--- src/rtl/b01.sv ---
// ============================================================================
//  Module   : b01
//  Purpose  : Serial adder for back-to-back 4-bit words, LSB first. It flags
//             the carry out of bit 3 on overflw alongside bit 0 of the next word.
//  Option   : B01_STATE_PORT_EN adds the state_dbg output (current FSM code)
//  Revision : 1.0 - initial release
// ============================================================================
`default_nettype none

module b01 (
  input  logic       clock,
  input  logic       reset,
  input  logic       line1,
  input  logic       line2,
  output logic       outp,
`ifdef B01_STATE_PORT_EN
  output logic       overflw,
  output logic [2:0] state_dbg
`else
  output logic       overflw
`endif
);

  // The state encodes both the bit position within the word and the carry.
  typedef enum logic [2:0] {
    S_A   = 3'd0,
    S_B   = 3'd1,
    S_C   = 3'd2,
    S_E   = 3'd3,
    S_F   = 3'd4,
    S_G   = 3'd5,
    S_WF0 = 3'd6,
    S_WF1 = 3'd7
  } state_t;

  state_t r_state;
  state_t w_state_nxt;
  logic   r_outp;
  logic   r_ovf;
  logic   w_outp_nxt;
  logic   w_ovf_nxt;
  logic   w_and;
  logic   w_or;
  logic   w_xor;

  assign w_and = line1 & line2;
  assign w_or  = line1 | line2;
  assign w_xor = line1 ^ line2;

  always_ff @(posedge clock) begin
    if (reset) begin
      r_state <= S_A;
      r_outp  <= 1'b0;
      r_ovf   <= 1'b0;
    end else begin
      r_state <= w_state_nxt;
      r_outp  <= w_outp_nxt;
      r_ovf   <= w_ovf_nxt;
    end
  end

  always_comb begin
    w_state_nxt = S_A;
    w_outp_nxt  = w_xor;
    w_ovf_nxt   = 1'b0;
    unique case (r_state)
      S_A:   w_state_nxt = w_and ? S_F : S_B;
      S_E: begin
        w_state_nxt = w_and ? S_F : S_B;
        w_ovf_nxt   = 1'b1;
      end
      S_B:   w_state_nxt = w_and ? S_G : S_C;
      S_C:   w_state_nxt = w_and ? S_WF1 : S_WF0;
      S_WF0: w_state_nxt = w_and ? S_E : S_A;
      // Carry-set states: the sum bit is the inverted XOR.
      S_F: begin
        w_state_nxt = w_or ? S_G : S_C;
        w_outp_nxt  = ~w_xor;
      end
      S_G: begin
        w_state_nxt = w_or ? S_WF1 : S_WF0;
        w_outp_nxt  = ~w_xor;
      end
      S_WF1: begin
        w_state_nxt = w_or ? S_E : S_A;
        w_outp_nxt  = ~w_xor;
      end
      default: w_state_nxt = S_A;
    endcase
  end

  assign outp    = r_outp;
  assign overflw = r_ovf;

`ifdef B01_STATE_PORT_EN
  assign state_dbg = r_state;
`else
`endif

endmodule

`default_nettype wire

--- config.mk ---
export PLATFORM = sky130hd
export DESIGN_NAME = b01
export DESIGN_NICKNAME = d
export VERILOG_FILES = /design/src/rtl/b01.sv
export SDC_FILE = /design/constraint.sdc
export NUM_CORES = 1
export LEC_CHECK = 0
export ABC_CLOCK_PERIOD_IN_PS = 1500
export BUFFER_PORTS_ARGS = -buffer_cell sky130_fd_sc_hd__buf_2
export CAP_MARGIN = 20
export CORE_AREA = 2 2 39 41
export DETAILED_ROUTE_END_ITERATION = 7
export DIE_AREA = 0 0 41 43
export PLACE_DENSITY_LB_ADDON = 0.2
export REMOVE_ABC_BUFFERS = 1
export SYNTH_ARGS = -nofsm -noshare
export SYNTH_HDL_FRONTEND = slang
export SYNTH_SLANG_ARGS = --single-unit
--- constraint.sdc ---
create_clock -name clock -period 1.5 [get_ports clock]
set_clock_uncertainty 0.15 [all_clocks]
set_input_delay 0.15 -clock clock [delete_from_list [all_inputs] [get_ports clock]]
set_output_delay 0.15 -clock clock [all_outputs]
set_load 0.05 [all_outputs]
* Word level (Yosys, flattened, before mapping) *
Index checks and enable logic that the tools add are counted.

word-level totals
  register bits = 5
  input port bits = 4

cells by class
  equality and inequality tests = 7
  multiplexer cells = 10
  bitwise gates (word level) = 4
  reduce and logical (&&, ||, !) cells = 3

operator list
  cell                number
  $pmux 3 s7          1
  $eq 3x3->1 const B  4
  $mux 3              3
  $eq 3x2->1 const B  2
  $mux 1              4
  $mux 2              2
  $eq 3x1->1 const B  1
  $logic_not 3->1     1
  $reduce_or 3->1     1
  $reduce_or 2->1     1
  $and 1x1->1         1
  $not 1->1           1
  $or 1x1->1          1
  $xor 1x1->1         1

* Longest topological paths before layout *
Gate-level depths: netlist of run 1.

  depth after elaboration = 3
  mapped depth = 5

* Worst setup path after synthesis of run 1 *
No wires, ideal clock.

  kind = flip-flop to flip-flop
  start point = register r_state[1]
  end point = register r_state[0]
  library setup time = 0.138 ns
  arrival time = 0.933 ns
  data required time = 1.212 ns
  setup slack = 0.279 ns
  cell stages (with the launch flop) = 4
  cell sequence = dfxtp_1 or2_2 a221oi_1 a2111oi_1

on the way
  word-level cells in the longest chain between the ends = 3
  elaborated cells between the ends (all ways) = 10

RTL lines
  element                                        line  source
  from (decl)                                    36    state_t r_state;
  from (signal assigned)                         56    r_state <= w_state_nxt;
  $eq 3x2->1 or $logic_not 3->1 (tied branches)  66    unique case (r_state)
  $reduce_or 2->1 (no line)                      n/a
  $pmux 3 s7 (*)                                 66

Every way passes the cells marked *; elsewhere a longest branch is shown, timed or not.
A chain may end at the register's enable or synchronous reset.

* Final worst setup path of run 1 *
Ends and elaborated chain as after synthesis.

==> results.json, run 1 <==
{
  "core_area_mm2": 0.001384,
  "finalSetupTns_ns": 0,
  "min-delay-start": "line2",
  "grt_pass1_wl_um": 931,
  "seqCellArea_um2": 100.1,
  "min_period_ns": 1.314,
  "vias": 259,
  "clkLatencyLatePin_ns": 0.24,
  "yosysTopAreaCell": "dfxtp_1",
  "drc": 0,
  "io_pins": 6,
  "synth_flop_cell": "dfxtp_1",
  "drv_cap": 0,
  "hold-path-endpoint": "outp",
  "nets": 49,
  "via_per_inst": 4.466,
  "maxSlewHeadroom": 0.7498,
  "netlist_instances": 32,
  "status": "complete, no violations",
  "synth_seq_cells": 5,
  "syn_to_final_growth_pct": 30.23,
  "dp_cells": 53,
  "setup_viol": 0,
  "cts.path.max_buffers": 2,
  "drive_gt1_frac": 0.2381,
  "syn_area_per_cell_um2": 8.407,
  "crit_slowest_cell": "dfxtp_1",
  "preCtsSetupSlack_ns": 0.1224,
  "cp.buffers_inverters": 0,
  "post_cts_buffers": 0,
  "p_leak_uw": 0.0001509,
  "fin_util": 0.2532,
  "die_y_um": 43,
  "clk_pin_slew_ns": 0.04,
  "max-vdd-ir-drop_uv": 452.6,
  "grtUsageTotal": 0.07739,
  "timing.hold.ws_ns": 0.2371,
  "cts-root-buf": "clkbuf_4",
  "overflow": 0,
  "antenna_found_initial": 0,
  "dieArea_mm2": 0.001763,
  "die_w_um": 41,
  "synthTopCellsByArea": "dfxtp_1, ha_1, inv_1",
  "cts-hold-fix-buffers": 1,
  "worst-path-max-fanout": 6,
  "drtPass1Iterations": 4,
  "grt_pass1_vias": 245,
  "ys_seq_area_frac": 0.3721,
  "cts_tree": "built",
  "synth_edf_count": 0,
  "htree_num_levels": 1,
  "rsz0062_at_grt": "no",
  "yosysUniqueCellTypes": 18,
  "ant_nets": 0,
  "ys_warn_count": 0,
  "yosysTopAreaCellShare": 0.3721,
  "critPathTopFamily": "compound AO/OA/AOI/OAI gates",
  "hold_path_class": "in -> reg",
  "layout_setup_ws_ns": 0.1859,
  "syn_area_um2": 269.0,
  "power_density_mw_per_mm2": 1332,
  "cp-startpoint": "r_state[1]",
  "slowest_delay_ns": 0.34,
  "numCtsBuffers": 3,
  "routed_wirelength_um": 495,
  "port-buffer-count": 5,
  "required_ns": 1.45,
  "clkSinkCount": 5,
  "grt_max_degree": 8,
  "r2r_setup_slack_ns": 0.19,
  "start_util": 0.1944,
  "path_class": "reg -> reg",
  "fin_crit_sh": 0.8760,
  "cp_cell_sequence": "or2_2 > a221oi_1 > a2111oi_1",
  "diodes": 0,
  "final_cells": 58,
  "slew_viol_final": 0,
  "setup.worst_path.end_class": "flop",
  "reg2reg_depth": 3,
  "post_cts_resized": 0,
  "max_freq_mhz": 761.0,
  "max_slew.worst_pin.slew_ns": 0.3658,
  "min_path_cells": 5,
  "gp_congestion": 0.7770,
  "drt_iter0_drc": 7,
  "crit_arrival_ns": 1.26,
  "rows": 14,
  "n_fill_cell": 155,
  "multi_input_comb_area_um2": 150.1,
  "wl_per_cell_um": 8.534,
  "yosys-top-cells-count": "dfxtp_1, inv_1, nand2_1, o21ai_0",
  "dpl.hpwl_um": 398.4,
  "critPathLaunchType": "flop",
  "hold_viol": 0,
  "async_flop_share": 0,
  "r2r-start": "r_state[1]",
  "worstReg2RegEnd": "r_state[0]"
}
-- logic make-up (layout without fill, tap and decap cells) --
logic type,after synthesis,after routing,synth area share
compound gates,11,11,0.2791
fa+ha+maj,2,2,0.09301
buf+inv,5,15,0.06977
flops,5,5,0.3721
simple gates,9,9,0.1861
-- worst reg2reg max path: cells and delay by family (launching register included) --
family / cells / cell delay, ns
DFF: 1 / 0.34
and+or+nand+nor: 1 / 0.31
AOI/OAI and AO/OA: 2 / 0.38
-- sequential cells by signal, summed over array words and instances, names as in the netlist --
| register | count |
|---|---|
| r_state | 3 |
| outp | 1 |
| overflw | 1 |
-- routing by layer --
metal / vias up / wire (um) / global-route usage
li1: 138 / - / -
met1: 118 / 250 / 0.09355
met3: 0 / 6 / 0.04712
met2: 3 / 238 / 0.1125
met4: 0 / 0 / 0.02000
met5: - / 0 / 0
-- final cells by class --
cell class,instances,share of cell area
clock buffers,4,0.07500
well taps,16,0.05714
repair buffers,6,0.1000
flip-flops and latches,5,0.2857
multi-input cells,22,0.4286
inverters,5,0.05357
-- per-stage QoR --
step | total power (uW) | area [um^2]
after floorplan | 283.2 | 269.0
after global placement | 314.2 | 314.1
after detailed placement | 313.9 | 314.1
after CTS | 474.7 | 350.3
after global routing | 504.3 | 350.3
final | 466.5 | 350.3
-- worst max path at each step --
| stage | endpoint | cells after the start |
|---|---|---|
| 5_1_grt | r_state[0] | 3 |
| 3_5_place_dp | r_state[0] | 6 |
| 2_1_floorplan | r_state[0] | 3 |
| 4_1_cts | r_state[0] | 3 |
| 6_report | r_state[0] | 3 |
| 3_3_place_gp | r_state[0] | 6 |
-- cell usage in the layout (no fill, tap or decap), drive strengths merged --
cell / netlist / layout
inv: 5 / 5
buf: 0 / 5
dfxtp: 5 / 5
clkbuf: 0 / 4
o21ai: 3 / 3
nand2: 3 / 3
a21oi: 2 / 2
ha: 2 / 2
nor2b: 2 / 2
a2111oi: 2 / 2
or3: 1 / 1
nor3: 1 / 1
nand2b: 1 / 1
a21o: 1 / 1
a31oi: 1 / 1
or2: 1 / 1
a221oi: 1 / 1
a211o: 1 / 1
dlygate4sd3: 0 / 1
-- power by group --
group	switching, uW	internal, uW	leakage, uW	total (uW)
registers	26.0	159	0.0000413	185
logic	73.2	57.5	0.0000946	131
clock network	50.8	100	0.0000150	151
total	150	316	0.000151	466
No activity file was read; power rests on OpenSTA's default activity.
==> run 2: changes to the inputs <==
Settings changed: GPL_TIMING_DRIVEN set to 0, HOLD_SLACK_MARGIN set to 0.05.
==> run 2 against run 1 <==
Against the previous run: sequential power barely moved; combinational power barely moved; fmax up 1.3%; die area is the same; critical path depth is the same; clock power is essentially flat; largest cell class unchanged.
==> results.json, run 2 (same netlist as run 1, synthesis figures left out) <==
{
  "die_y_um": 43,
  "grt_use_met2": 0.1219,
  "grt_max_degree": 8,
  "reg2reg_depth": 3,
  "final_cell_mix": "inv_1, buf_2, dfxtp_1",
  "cp_cell_sequence": "nor2b_2 > a2111oi_0 > a2111oi_1",
  "drt_iter0_drc": 8,
  "io_pins": 6,
  "setup.worst_path.end_class": "flop",
  "syn_to_final_growth_pct": 30.23,
  "die_w_um": 41,
  "maxSlewHeadroom": 0.7127,
  "overflow": 0,
  "port-buffer-count": 5,
  "worst-path-max-fanout": 4,
  "clk_pin_slew_ns": 0.04,
  "vias": 253,
  "rsz0062_at_grt": "no",
  "cts_tree": "built",
  "routed_wirelength_um": 483,
  "cts-root-buf": "clkbuf_4",
  "cts.path.max_buffers": 2,
  "rows": 14,
  "nets": 49,
  "slew_viol_final": 0,
  "hold_path_class": "in -> reg",
  "antenna_found_initial": 0,
  "crit_arrival_ns": 1.25,
  "drc": 0,
  "busiest_layer": "met2",
  "finalSetupTns_ns": 0,
  "max-vdd-ir-drop_uv": 648.2,
  "grt_pass1_vias": 261,
  "path_class": "reg -> reg",
  "slowest_delay_ns": 0.43,
  "drtPass1Iterations": 2,
  "wl_per_cell_um": 8.328,
  "ant_nets": 0,
  "via_per_inst": 4.362,
  "min_period_ns": 1.297,
  "dpl-instance-area_um2": 314.1,
  "p_leak_uw": 0.0001509,
  "crit_slowest_cell": "a2111oi_0",
  "grt_use_met3": 0.06283,
  "numCtsBuffers": 3,
  "hold_viol": 0,
  "status": "complete, no violations",
  "grt_pass1_wl_mm": 1.007,
  "htree_num_levels": 1,
  "critPathLaunchType": "flop",
  "post_cts_resized": 0,
  "max_freq_mhz": 771.2,
  "final_cell_area_um2": 350.3,
  "post_cts_buffers": 0,
  "met1_usage": 0.09677,
  "drv_cap": 0,
  "clkLatencyLatePin_ns": 0.24,
  "power_density_mw_per_mm2": 1325,
  "setup_viol": 0,
  "largest_reg_flops": 3,
  "max_slew.worst_pin.slew_ns": 0.4200,
  "dieArea_mm2": 0.001763,
  "fin_crit_sh": 0.8645,
  "start_util": 0.1944,
  "clkSinkCount": 5,
  "required_ns": 1.46,
  "drive_gt1_frac": 0.2381,
  "gp_congestion": 0.8397,
  "min_path_cells": 5,
  "diodes": 0,
  "n_fill_cell": 161,
  "grtUsageTotal": 0.08744,
  "top_register": "r_state",
  "core_area_mm2": 0.001384
}
==> run 2: cell counts in the layout (fill, tap and decap cells not counted) <==
No cell type changed its count.
==> run 2: worst paths after layout <==
kind | slack [ns] | from | endpoint
min reg2reg | 0.32 | r_state[2] | overflw
min | 0.24 | line2 | outp
max | 0.20 | r_state[2] | r_state[0]
max reg2reg | 0.20 | r_state[2] | r_state[0]
==> run 2: power by group <==
group          switching (uW)  internal (uW)
sequential               24.7            159
combinational            71.1           57.5
clock                    51.9            100
==> run 2: what timing repair did <==
action | in CTS | in global routing
hold buffers | 1 | 0
endpoints found under the setup margin | 0 | 0
hold endpoints to repair | 5 | 0
==> run 2: per-stage QoR <==
stage | total power (uW) | worst slack [ns] | hold WS (ns) | utilization | instances
floorplan | 283.2 | 0.2790 | 0.06907 | - | 32
global placement | 314.9 | 0.1268 | 0.2353 | 0.2269 | 53
detailed placement | 313.9 | 0.1482 | 0.2317 | 0.2269 | 53
CTS | 474.8 | 0.2157 | 0.2457 | 0.2532 | 58
global route | 508.3 | 0.1152 | 0.2735 | 0.2532 | 58
finish | 464.2 | 0.2032 | 0.2402 | 0.2532 | 58
==> run 2: per-layer routing <==
metal,share of wire,vias up
li1,-,134
met1,0.45,116
met2,0.52,3
met3,0.027,0
met4,0,0
met5,0,-
==> run 2: cell type report <==
class                      count  area [um^2]  area share
clock buffer                   4        26.28     0.07500
inverter                       5        18.77     0.05357
multi-input combinational     22        150.1      0.4286
sequential                     5        100.1      0.2857
tap                           16        20.02     0.05714
timing repair buffer           6        35.03      0.1000
==> run 2: critical path: cells and delay by family (launching register included) <==
family / cells / cell delay, ns
compound gates: 2 / 0.52
simple gates: 1 / 0.17
flops: 1 / 0.33
